===== src/rtl/alu_multicycle.sv =====
// Multi-cycle ALU: base ops register on the accept edge (latency 1); MUL/DIVU/REMU iterate
// one bit per cycle (latency WIDTH+1). start is accepted only in IDLE/DONE and ignored while busy.
module alu_multicycle #(
  parameter int WIDTH      = 32,
  parameter bit DIV_ENABLE = 1'b1
) (
  input  logic             clk,
  input  logic             reset,
  input  logic             start,
  input  logic [WIDTH-1:0] srcA,
  input  logic [WIDTH-1:0] srcB,
  input  logic [3:0]       ALUControl,
  output logic             busy,
  output logic             done,
  output logic [WIDTH-1:0] ALUOut,
  output logic             Zero,
  output logic             LesserThan
);
  localparam int SHW = $clog2(WIDTH);
  localparam int CW  = $clog2(WIDTH + 1);
  localparam logic [CW-1:0] NBITS = CW'(WIDTH);
  localparam logic [CW-1:0] ONE   = CW'(1);

  localparam logic [3:0] OP_ADD  = 4'd0;
  localparam logic [3:0] OP_SUB  = 4'd1;
  localparam logic [3:0] OP_AND  = 4'd2;
  localparam logic [3:0] OP_OR   = 4'd3;
  localparam logic [3:0] OP_XOR  = 4'd4;
  localparam logic [3:0] OP_SLT  = 4'd5;
  localparam logic [3:0] OP_SLL  = 4'd6;
  localparam logic [3:0] OP_SRL  = 4'd7;
  localparam logic [3:0] OP_SRA  = 4'd8;
  localparam logic [3:0] OP_SLTU = 4'd9;
  localparam logic [3:0] OP_MUL  = 4'd10;
  localparam logic [3:0] OP_DIVU = 4'd11;
  localparam logic [3:0] OP_REMU = 4'd12;

  typedef enum logic [1:0] {IDLE, MUL, DIV, DONE} state_t;

  state_t           state, state_nxt;
  logic [CW-1:0]    count;
  logic [WIDTH-1:0] acc;     // MUL: partial product; DIV: remainder
  logic [WIDTH-1:0] opa;     // MUL: shifting multiplicand; DIV: dividend/quotient
  logic [WIDTH-1:0] opb;     // MUL: shifting multiplier; DIV: divisor
  logic             op_rem;
  logic             lt_cap;

  logic             accept, to_mul, to_div, last, lt_in;
  logic [SHW-1:0]   shamt;
  logic [WIDTH-1:0] quick;
  logic [WIDTH-1:0] mul_acc_nxt;
  logic [WIDTH-1:0] rem_sh, rem_nxt, quo_nxt, div_res;
  logic             rem_ge;

  assign accept = start && ((state == IDLE) || (state == DONE));
  assign to_mul = (ALUControl == OP_MUL);
  assign to_div = DIV_ENABLE && ((ALUControl == OP_DIVU) || (ALUControl == OP_REMU))
                  && (srcB != '0);
  assign last   = (count == ONE);
  assign lt_in  = $signed(srcA) < $signed(srcB);
  assign shamt  = srcB[SHW-1:0];

  // Single-cycle results; DIVU/REMU only land here for the divide-by-zero case.
  always_comb begin
    quick = '0;
    case (ALUControl)
      OP_ADD:  quick = srcA + srcB;
      OP_SUB:  quick = srcA - srcB;
      OP_AND:  quick = srcA & srcB;
      OP_OR:   quick = srcA | srcB;
      OP_XOR:  quick = srcA ^ srcB;
      OP_SLT:  quick = {{(WIDTH-1){1'b0}}, lt_in};
      OP_SLL:  quick = srcA << shamt;
      OP_SRL:  quick = srcA >> shamt;
      OP_SRA:  quick = $signed(srcA) >>> shamt;
      OP_SLTU: quick = {{(WIDTH-1){1'b0}}, (srcA < srcB)};
      OP_DIVU: if (DIV_ENABLE) quick = '1;
      OP_REMU: if (DIV_ENABLE) quick = srcA;
      default: quick = '0;
    endcase
  end

  assign mul_acc_nxt = opb[0] ? (acc + opa) : acc;

  // Restoring step; a set remainder MSB means the shifted value already exceeds any divisor.
  assign rem_sh  = {acc[WIDTH-2:0], opa[WIDTH-1]};
  assign rem_ge  = acc[WIDTH-1] || (rem_sh >= opb);
  assign rem_nxt = rem_ge ? (rem_sh - opb) : rem_sh;
  assign quo_nxt = {opa[WIDTH-2:0], rem_ge};
  assign div_res = op_rem ? rem_nxt : quo_nxt;

  always_ff @(posedge clk or posedge reset) begin
    if (reset) state <= IDLE;
    else       state <= state_nxt;
  end

  always_comb begin
    state_nxt = state;
    busy      = 1'b0;
    done      = 1'b0;
    case (state)
      IDLE, DONE: begin
        done = (state == DONE);
        if (start) begin
          if (to_mul)      state_nxt = MUL;
          else if (to_div) state_nxt = DIV;
          else             state_nxt = DONE;
        end else begin
          state_nxt = IDLE;
        end
      end
      MUL, DIV: begin
        busy = 1'b1;
        if (last) state_nxt = DONE;
      end
      default: state_nxt = IDLE;
    endcase
  end

  always_ff @(posedge clk or posedge reset) begin
    if (reset) begin
      count      <= '0;
      acc        <= '0;
      opa        <= '0;
      opb        <= '0;
      op_rem     <= 1'b0;
      lt_cap     <= 1'b0;
      ALUOut     <= '0;
      Zero       <= 1'b0;
      LesserThan <= 1'b0;
    end else if (accept) begin
      acc    <= '0;
      opa    <= srcA;
      opb    <= srcB;
      op_rem <= (ALUControl == OP_REMU);
      lt_cap <= lt_in;
      if (to_mul || to_div) begin
        count <= NBITS;
      end else begin
        ALUOut     <= quick;
        Zero       <= (quick == '0);
        LesserThan <= lt_in;
      end
    end else if (state == MUL) begin
      acc   <= mul_acc_nxt;
      opa   <= opa << 1;
      opb   <= opb >> 1;
      count <= count - ONE;
      if (last) begin
        ALUOut     <= mul_acc_nxt;
        Zero       <= (mul_acc_nxt == '0);
        LesserThan <= lt_cap;
      end
    end else if (state == DIV) begin
      acc   <= rem_nxt;
      opa   <= quo_nxt;
      count <= count - ONE;
      if (last) begin
        ALUOut     <= div_res;
        Zero       <= (div_res == '0);
        LesserThan <= lt_cap;
      end
    end
  end
endmodule

===== config.mk =====
export PLATFORM = sky130hd
export DESIGN_NAME = alu_multicycle
export DESIGN_NICKNAME = d
export VERILOG_FILES = /design/src/rtl/alu_multicycle.sv
export SDC_FILE = /design/constraint.sdc
export NUM_CORES = 1
export LEC_CHECK = 0
export BUFFER_PORTS_ARGS = -buffer_cell sky130_fd_sc_hd__buf_4
export CORE_MARGIN = 8
export CORE_UTILIZATION = 35
export DETAILED_ROUTE_END_ITERATION = 7
export SLEW_MARGIN = 20
export SYNTH_ARGS = -nofsm -noshare
export SYNTH_HDL_FRONTEND = slang
export SYNTH_SLANG_ARGS = --single-unit

===== constraint.sdc =====
create_clock -name clk -period 7.65 [get_ports clk]
set_input_delay 0.765 -clock clk [delete_from_list [all_inputs] [get_ports clk]]
set_output_delay 0.765 -clock clk [all_outputs]
set_load 0.01 [all_outputs]

## Word level (Yosys, flattened, before mapping)

Index checks and enable logic that the tools add are counted.

| cells by class | value |
|---|---|
| add/sub/neg operators | 5 |
| multiply operators | 0 |
| divide/modulo/power cells | 0 |
| $lt $le $gt $ge | 3 |
| equality and inequality tests | 21 |
| shift operators | 3 |
| muxes and demuxes | 40 |
| bitwise logic cells | 3 |
| reduce and logical (&&, ||, !) cells | 19 |

Operators by type and width:

| cell | count |
|---|---|
| $mux W32 | 17 |
| $pmux W32 S12 | 1 |
| $logic_not A32 Y1 | 3 |
| $add A32 B32 Y32 | 2 |
| $lt A32 B32 Y1 | 2 |
| $sub A32 B32 Y32 | 2 |
| $and A32 B32 Y32 | 1 |
| $ge A32 B32 Y1 | 1 |
| $or A32 B32 Y32 | 1 |
| $reduce_bool A32 Y1 | 1 |
| $shl A32 B5 Y32 | 1 |
| $shr A32 B5 Y32 | 1 |
| $sshr A32 B5 Y32 | 1 |
| $xor A32 B32 Y32 | 1 |
| $mux W6 | 4 |
| $eq A4 B4 Y1 const B | 5 |
| $eq A4 B3 Y1 const B | 4 |
| $mux W1 | 14 |
| $eq A4 B2 Y1 const B | 2 |
| $eq A6 B1 Y1 const B | 1 |
| $mux W2 | 3 |
| $ne A3 B3 Y1 const B | 2 |
| $sub A6 B1 Y6 const B | 1 |
| $eq A2 B2 Y1 const B | 2 |
| 14 further kinds | 21 |

| word-level totals | value |
|---|---|
| flip-flop bits (word level) | 140 |
| bits in latches | 0 |
| bits in writable memories | 0 |
| memory bits (read-only) | 0 |
| bits of input ports | 71 |
| output and inout bits | 36 |
| word-level logic and storage cells | 104 |
| memories kept | 0 |

## Logic depth before layout (Yosys ltp)

| depth | value |
|---|---|
| depth after elaboration | 9 |
| mapped depth | 19 |
| depth with buffers taken out | 16 |

## Worst setup path before layout

No wires, ideal clock.

| timing path | value |
|---|---|
| path type | input port to flip-flop |
| start point | in srcB[1] |
| end point | reg Zero |
| library setup time | 80 ps |
| data arrival time | 5296 ps |
| required time | 7570 ps |
| path slack | 2274 ps |
| stages on the path | 19 |
| buffers on the path | 5 |
| cells stage by stage | buf_2 > inv_1 > buf_2 > buf_4 > clkbuf_1 > buf_1 > ha_1 > a21o_1 > a41oi_1 > a2111oi_0 > o31ai_1 > or4b_1 > and2_1 > a221o_1 > a21o_1 > a2111oi_0 > nand4_1 > or2_1 > o211ai_2 |

| between the ends | value |
|---|---|
| word-level cells in the longest chain between the ends | 5 |
| elaborated cells between the ends (all ways) | 19 |
| classes of those cells | add/sub (2); order compare (2); eq/ne (1); shift (3); mux (3); bitwise (3); reduce/logical (5) |

RTL lines:

| element | RTL line | RTL |
|---|---|---|
| start, declared | 11 | `input logic [WIDTH-1:0] srcB,` |
| $sub A32 B32 Y32, or another cell as far along | 68 | `OP_SUB: quick = srcA - srcB;` |
| $pmux W32 S12 or $logic_and A1 B1 Y1 (tied branches) | 66, 58 |  |
| $logic_not A32 Y1 or $logic_or A1 B1 Y1 (tied branches) | 141, 137 |  |
| $mux W1 or $ne A2 B2 Y1 (tied branches) | - |  |
| $mux W1 or $reduce_and A4 Y1 (tied branches) | - |  |
| end signal, assigned | 141 | `Zero <= (quick == '0);` |
| end signal, assigned | 151 | `Zero <= (mul_acc_nxt == '0);` |
| end signal, assigned | 160 | `Zero <= (div_res == '0);` |
| end, declared | 16 | `output logic Zero,` |

Parallel ways exist; a longest one is shown, timed or not. The select of a mux whose other input is x is not followed.
A chain may end at the register's enable or synchronous reset.

## Worst setup path after layout

| timing path | value |
|---|---|
| start point | in srcB[3] |
| end point | reg Zero |

Same word-level chain as after synthesis.

==> results_dict.tcl <==
set metrics [dict create \
    cts_resized 0 \
    min_to "ALUOut[5]" \
    status "completed" \
    rows 92 \
    grt_pass1_wl_um 152000 \
    nFillCells 6592 \
    grtUsageMet2 0.410 \
    first_iter_violations 3223 \
    ys_async_sr_fraction 1.00 \
    ir_worst_vdd_mv 0.247 \
    post_cts_buffers 0 \
    synth_edf_count 0 \
    vias 24279 \
    hold_depth 2 \
    rr_startpoint "opa[31]" \
    fin_crit_sh 0.726 \
    worstPathArrival_ps 5940 \
    relSlewSlack 0.149 \
    top_usage_layer "met2" \
    ant_nets 0 \
    core_area_um2 62600 \
    gp_congestion 1.06 \
    post_drt_wl_per_cell_um 27.9 \
    r2r_end "Zero" \
    cts_hold_buffers 0 \
    die-area_um2 71100 \
    period_minus_slack_ps 5560 \
    leakage_nw 9.99 \
    worstSkewPairLatency_ps 460 \
    setup_viol 0 \
    grt-ovfl-total 0 \
    p_per_area_nw_per_um2 384 \
    track_usage 0.282 \
    htree_levels 4 \
    die_y_um 267 \
    io_pins 107 \
    skew_ps 15.4 \
    rsz0062_at_grt "no" \
    synthDistinctLibCells 100 \
    synth_top_cell_by_area "dfrtp_1" \
    drive_above_1_share 0.110 \
    place_area_um2 23200 \
    ff2ff_setup_slack_ps 2620 \
    cts_tree "yes" \
    start_kind "input pin" \
    required_ps 8030 \
    fin_area_um2 23800 \
    synth_top_area_frac 0.159 \
    clock_path_buffers 2 \
    path_max_fanout 51 \
    cts_buffers 17 \
    syn-cell-area_um2 22000 \
    yosys-top-cells-count "nand2_1, a21oi_1, nor2_1" \
    tightest_slew_ps 1260 \
    synth_warnings 0 \
    syn2layout_area_growth_pct 8.24 \
    finalSetupTns_ps 0 \
    place_hpwl_um 78800 \
    avgViaCountPerCell 6.49 \
    hold_class "register to register" \
    dieWidth_um 267 \
    crit_type "input pin to register" \
    port_buffers 106 \
    end_kind "register" \
    finalHoldViolCount 0 \
    wirelength_um 104000 \
    syn_nets 3198 \
    yosysSeqAreaShare 0.159 \
    synth_area_leaders "dfrtp_1, ha_1, mux2i_1" \
    grt_pass1_vias 22432 \
    synth_top_flop_cell "dfrtp_1" \
    path_clk_slew_ps 70 \
    avgSynthCellArea_um2 7.45 \
    hold_start "ALUOut[5]" \
    fin_nets 3127 \
    use_met1 0.381 \
    initial_core_util 0.351 \
    diodes 0 \
    slew_viol_final 0 \
    dr.pass1.iters 8 \
    syn-instance-count 2951 \
    drc_errors 0 \
    reg2reg_depth 16 \
    grt_max_degree 91 \
    grt_use_met3 0.0598 \
    yosysMostFrequentCell "nand2_1" \
    grt_antenna_before_repair 4 \
    fmax_ghz 0.180 \
    clkSinkCount 140 \
    cap_violations 0 \
    ys_ff_latch 140 \
    clockRootBuffer "clkbuf_16" \
]
-- critical path, cell delays in order --
cell       delay [ps]
buf_4             290
inv_1             150
buf_4             440
ha_1              340
inv_1              90
a221oi_4          380
o21ai_1           230
nor4_1            640
nor2_1            160
a221o_1           350
a2111oi_0        1070
inv_1              90
nor4_1            420
nand4_1           120
or2_1             290
o211ai_2           80
-- per-stage QoR --
| stage | util | hold WS [ps] | instances | setup WS [ps] | total power (W) |
|---|---|---|---|---|---|
| finish | 0.380 | 482 | 3739 | 2090 | 0.00913 |
| global route | 0.380 | 498 | 3739 | 1940 | 0.00976 |
| CTS | 0.380 | 486 | 3739 | 2380 | 0.00897 |
| detailed placement | 0.370 | 470 | 3707 | 1910 | 0.00807 |
| global placement | 0.370 | 467 | 3707 | 1950 | 0.00809 |
| floorplan | - | 504 | 2951 | 2270 | 0.00609 |
-- cell usage in the layout (no fill, tap or decap), types with 28 or more instances in the layout --
cell type / n
ha_1: 170
dfrtp_1: 138
a211oi_1: 67
mux2_2: 35
nor3_1: 63
o21ai_0: 229
a21o_1: 49
nand3_1: 55
a21oi_1: 266
nand2b_1: 30
nand2_1: 326
a31oi_1: 36
o211ai_1: 58
mux4_2: 53
xnor2_1: 43
buf_4: 143
nand4_1: 30
mux2i_1: 158
o31ai_1: 28
nor4_1: 31
inv_1: 149
nor2_1: 257
-- worst max path at each step --
stage | startpoint | to | cells past startpoint
finish | srcB[3] | Zero | 16
global route | srcB[3] | Zero | 16
CTS | srcB[3] | Zero | 16
detailed placement | srcB[3] | Zero | 16
global placement | srcB[3] | Zero | 16
floorplan | srcB[1] | Zero | 19
-- report_power, final --
part	leakage [nW]	internal (W)	switching, W
clock	0.285	0.000466	0.000396
sequential	1.74	0.00111	0.000498
combinational	7.97	0.00244	0.00421
-- layout make-up --
| cell class | instances | area [µm²] | area share |
|---|---|---|---|
| clock buffer | 17 | 425 | 0.0179 |
| multi-input combinational | 2426 | 17000 | 0.714 |
| timing repair buffer | 143 | 1070 | 0.0451 |
| tap | 846 | 1060 | 0.0445 |
| sequential | 140 | 3510 | 0.147 |
| clock inverter | 15 | 171 | 0.00720 |
| inverter | 152 | 576 | 0.0242 |
-- sequential cells by signal, indices dropped and copies added, names as in the netlist, 2 cells and up --
| name | cells |
|---|---|
| ALUOut | 32 |
| acc | 32 |
| count | 6 |
| opa | 32 |
| opb | 32 |
| state | 2 |
-- layer usage --
metal  vias up  share of wire
met5         -        0.00040
met4         6          0.070
met3       297           0.11
met2      1602           0.41
met1     11575           0.41
li1      10799              -
-- logic make-up (layout without fill, tap and decap cells) --
logic type,count (synthesis),count (layout),synth area share
AOI/OAI and AO/OA,995,995,0.296
xor gates and xnor gates,66,66,0.0263
adders and majority gates,176,176,0.102
buffers and inverters,385,327,0.0708
DFF,140,140,0.159
muxes,246,246,0.144
and+or+nand+nor,943,943,0.202
No activity file was read; power rests on OpenSTA's default activity.
